### src/rtl/uart_fifo_tx.sv
// Drains words from a show-ahead-less FIFO and sends each one as two 8N1 UART bytes,
// low byte first, high byte zero-extended.
module uart_fifo_tx #(
    parameter int unsigned CLKS_PER_BIT  = 434,
    parameter int unsigned RD_DATA_WIDTH = 12
) (
    input  logic                     clk,
    input  logic                     rst,
    input  logic                     tx_en,
    input  logic                     rd_empty,
    input  logic [RD_DATA_WIDTH-1:0] rd_data,
    output logic                     rd_en,
    output logic                     tx,
    output logic                     busy,
    output logic [15:0]              word_cnt
);

    localparam logic [15:0] TmrLast = 16'(CLKS_PER_BIT - 1);

    typedef enum logic [2:0] {
        StIdle,
        StFetch,
        StLatch,
        StStart,
        StData,
        StStop
    } state_e;

    state_e                   state_q, state_d;
    logic [15:0]              tmr_q, tmr_d;
    logic [2:0]               bit_q, bit_d;
    logic                     byte_q, byte_d;
    logic [RD_DATA_WIDTH-1:0] word_q, word_d;
    logic [15:0]              word_cnt_q, word_cnt_d;
    logic [7:0]               byte0, byte1, cur_byte;
    logic                     tmr_done;

    always_comb begin
        byte0 = word_q[7:0];
        byte1 = '0;
        byte1[RD_DATA_WIDTH-9:0] = word_q[RD_DATA_WIDTH-1:8];
        cur_byte = byte_q ? byte1 : byte0;
    end

    assign tmr_done = (tmr_q == TmrLast);

    always_comb begin
        state_d    = state_q;
        tmr_d      = tmr_q;
        bit_d      = bit_q;
        byte_d     = byte_q;
        word_d     = word_q;
        word_cnt_d = word_cnt_q;
        rd_en      = 1'b0;
        tx         = 1'b1;
        unique case (state_q)
            StIdle: begin
                tmr_d = '0;
                // rst gate keeps the strobe quiet while the async reset is held
                if (tx_en && !rd_empty && !rst) begin
                    rd_en   = 1'b1;
                    state_d = StFetch;
                end
            end
            StFetch: state_d = StLatch;
            StLatch: begin
                word_d  = rd_data;
                byte_d  = 1'b0;
                bit_d   = '0;
                tmr_d   = '0;
                state_d = StStart;
            end
            StStart: begin
                tx = 1'b0;
                if (tmr_done) begin
                    tmr_d   = '0;
                    bit_d   = '0;
                    state_d = StData;
                end else begin
                    tmr_d = tmr_q + 16'd1;
                end
            end
            StData: begin
                tx = cur_byte[bit_q];
                if (tmr_done) begin
                    tmr_d = '0;
                    if (bit_q == 3'd7) begin
                        state_d = StStop;
                    end else begin
                        bit_d = bit_q + 3'd1;
                    end
                end else begin
                    tmr_d = tmr_q + 16'd1;
                end
            end
            StStop: begin
                if (tmr_done) begin
                    tmr_d = '0;
                    if (!byte_q) begin
                        byte_d  = 1'b1;
                        state_d = StStart;
                    end else begin
                        word_cnt_d = word_cnt_q + 16'd1;
                        state_d    = StIdle;
                    end
                end else begin
                    tmr_d = tmr_q + 16'd1;
                end
            end
            default: state_d = StIdle;
        endcase
    end

    // The fetch cycle itself counts as busy even though the FSM is still in idle
    assign busy     = (state_q != StIdle) || rd_en;
    assign word_cnt = word_cnt_q;

    always_ff @(posedge clk or posedge rst) begin
        if (rst) begin
            state_q    <= StIdle;
            tmr_q      <= '0;
            bit_q      <= '0;
            byte_q     <= 1'b0;
            word_q     <= '0;
            word_cnt_q <= '0;
        end else begin
            state_q    <= state_d;
            tmr_q      <= tmr_d;
            bit_q      <= bit_d;
            byte_q     <= byte_d;
            word_q     <= word_d;
            word_cnt_q <= word_cnt_d;
        end
    end

endmodule

### config.mk
export PLATFORM = sky130hd
export DESIGN_NAME = uart_fifo_tx
export DESIGN_NICKNAME = d
export VERILOG_FILES = /design/src/rtl/uart_fifo_tx.sv
export SDC_FILE = /design/constraint.sdc
export NUM_CORES = 1
export LEC_CHECK = 0
export ABC_CLOCK_PERIOD_IN_PS = 4900
export CAP_MARGIN = 20
export CORE_MARGIN = 3
export CORE_UTILIZATION = 59
export DETAILED_ROUTE_END_ITERATION = 16
export PLACE_DENSITY = 0.88
export SYNTH_ARGS = -nofsm -noshare
export SYNTH_HDL_FRONTEND = slang
export SYNTH_SLANG_ARGS = --single-unit
### constraint.sdc
create_clock -name clk -period 4.9 [get_ports clk]
set_clock_uncertainty 0.15 [all_clocks]
set_input_delay 0.98 -clock clk [delete_from_list [all_inputs] [get_ports clk]]
set_output_delay 0.98 -clock clk [all_outputs]
set_load 0.01 [all_outputs]
==> metrics.cfg <==
[clocking]
cts_max_level = 2
cts_buffer_depth = 2
cts_buffers = 5
cts.clk_slew.worst_paths_ns = 0.09
cts.sinks = 51
clock_latency_ns = 0.30
cts-root-buf = clkbuf_8
post-cts-setup-buffers = 0
cts_resized = 0
postCtsHoldBufs = 0
cts_tree = built

[hold_path]
worstHoldPathCells = 1
hp-class = flop to flop
whs_endpoint = word_cnt[15]
holdCritStartpoint = word_cnt[15]

[routing]
drt-initial-drc-count = 191
drc_errors = 0
wl_um = 5270
ant_nets = 0
dr_total_vias = 2118
vias_per_cell = 6.05
wire_per_inst_um = 15.1
dr.pass1.iters = 4

[sta]
min_period_over_period = 0.723
slew_viol_final = 0
worstMarginPinSlew_ns = 1.03
setup_tns_ns = 0
slew_headroom = 0.310
hold_viol = 0
finalSetupViolations = 0
rsz0062_at_grt = false
max_freq_mhz = 282
period_needed_ns = 3.54

[layout]
fin_nets = 320
design_area_mm2 = 0.00316
drive_gt1_frac = 0.130
antenna_cells = 0
synthToLayoutAreaGrowth_pct = 17.0
final_core_util = 0.753

[global_route]
top_usage_layer = met2
grtUsageMet1 = 0.292
track_usage = 0.213
grt_max_degree = 52
grt_pass1_wl_um = 9010
grt_pass1_vias = 1920
antenna_found_initial = 0
use_met2 = 0.340
overflow = 0
grtUsageMet3 = 0.0451

[floorplanning]
die_h_um = 73.7
rows = 23
die_w_um = 73.7
start_util = 0.643
core_area_mm2 = 0.00420
die_area_mm2 = 0.00543
ios = 35

[power_and_ir_drop]
power_w = 0.00122
powerDensity_mw_per_mm2 = 385
ir_drop_mv = 0.316
power_leakage_nw = 1.39

[logic_synthesis]
synth-warning-count = 0
synth-edff-count = 0
syn-num-nets = 289
async_reset_ff_frac = 1.00
avgSynthCellArea_um2 = 10.1
ys_seq_elements = 51
postSynthCellCount = 268
synthFlopType = dfrtp_1
ys_types = 48
synthesis.area_mm2 = 0.00270
yosysSeqAreaShare = 0.472

[worst_setup_path]
worstPathCellList = clkdlybuf4s50_1, nor2_1, nand2_1, nor4_1, clkdlybuf4s50_1
crit_fanout = 2
slowest_delay_ns = 0.59
crit_top_cell = clkdlybuf4s50_1
crit_slowest_cell = clkdlybuf4s50_1
crit_arrival_ns = 2.41
path_delay_family = buffers and inverters
worst_ep_required_time_ns = 3.77
worstRegToRegCells = 4
rrSetupSlack_ns = 2.59
crit_type = input pin to output port
r2r_start = state_q[2]
start_kind = input pin
r2r-end = word_q[4]
cp-end-kind = output port
path_buf_inv = 2

[place]
port_buffers = 34
place_hpwl_um = 3730
gp_congestion = 0.843
place_area_mm2 = 0.00304

[job]
maxCapViolCount = 0

[run_status]
outcome = completed

## cell usage after synthesis, drive strengths merged (8+ instances only)
master	instances	area share
a21oi	14	0.026
a31oi	12	0.028
buf	8	0.019
dfrtp	51	0.47
inv	12	0.017
mux2	17	0.071
nand2	29	0.040
nand3	16	0.036
nand4	9	0.029
nor2	23	0.038
o21ai	12	0.022
or3	8	0.019
xnor2	9	0.029
## per-layer routing
| layer | routed length (µm) | share of wire |
|---|---|---|
| met1 | 2330 | 0.44 |
| met2 | 2570 | 0.49 |
| met3 | 310 | 0.059 |
| met4 | 57 | 0.011 |
| met5 | 0 | 0 |
## kinds of logic (layout without fill, tap and decap cells)
kind of cell	Yosys count	count (layout)	share of synthesized area
adders and majority gates	5	5	0.0231
muxes	20	20	0.0912
AOI/OAI and AO/OA	50	50	0.112
buffers and inverters	24	56	0.0426
xor gates and xnor gates	15	15	0.0486
and+or+nand+nor	103	103	0.210
DFF	51	51	0.472
## flip-flops by register name, indices dropped and copies added (netlist names)
name      cells
state_q       3
word_cnt     16
bit_q         3
tmr_q        16
word_q       12
byte_q        1
## placed cells by master (no fill, tap or decap), drive strengths merged
cell,count
a21boi,1
a21o,1
a21oi,14
a31oi,12
a32oi,1
a41oi,3
and2,2
and3,2
and4,1
and4b,1
buf,2
clkbuf,6
clkdlybuf4s50,34
clkinv,1
clkinvlp,1
dfrtp,51
ha,5
inv,12
mux2,17
mux2i,1
mux4,2
nand2,29
nand2b,1
nand3,16
nand4,9
nor2,23
nor2b,2
nor3,3
nor3b,1
nor4,3
nor4bb,1
o211ai,1
o21a,1
o21ai,12
o22ai,1
o311ai,3
or2,1
or3,8
xnor2,9
xor2,6
## through the flow
step | setup slack, ns | instances | hold WS, ns
floorplan | 2.25 | 268 | 0.323
global placement | 1.43 | 340 | 0.308
detailed placement | 1.37 | 340 | 0.325
CTS | 1.36 | 348 | 0.340
global route | 1.23 | 350 | 0.367
finish | 1.36 | 350 | 0.331
## how the worst max path moves through the flow
stage	to	startpoint	depth (start not counted)
final	rd_en	rst	5
after global routing	rd_en	rst	5
after CTS	rd_en	rst	5
after detailed placement	rd_en	rst	5
after global placement	rd_en	rst	5
after floorplan	rd_en	rd_empty	3
## layout make-up
| class | instances | area (µm²) |
|---|---|---|
| Multi-Input combinational cell | 193 | 1310 |
| Sequential cell | 51 | 1280 |
| Fill cell | 291 | 1040 |
| Timing Repair Buffer | 36 | 368 |
| Clock buffer | 6 | 82.6 |
| Tap cell | 50 | 62.6 |
| Inverter | 12 | 45.0 |
| Clock inverter | 2 | 16.3 |
## power breakdown
part | leakage, nW | internal [W] | total (W) | switching (W)
Sequential | 0.667 | 0.000507 | 0.000605 | 0.0000978
Clock | 0.0474 | 0.000115 | 0.000253 | 0.000137
Combinational | 0.674 | 0.000179 | 0.000361 | 0.000182
Note: power is estimated with default switching activity, not from simulation.
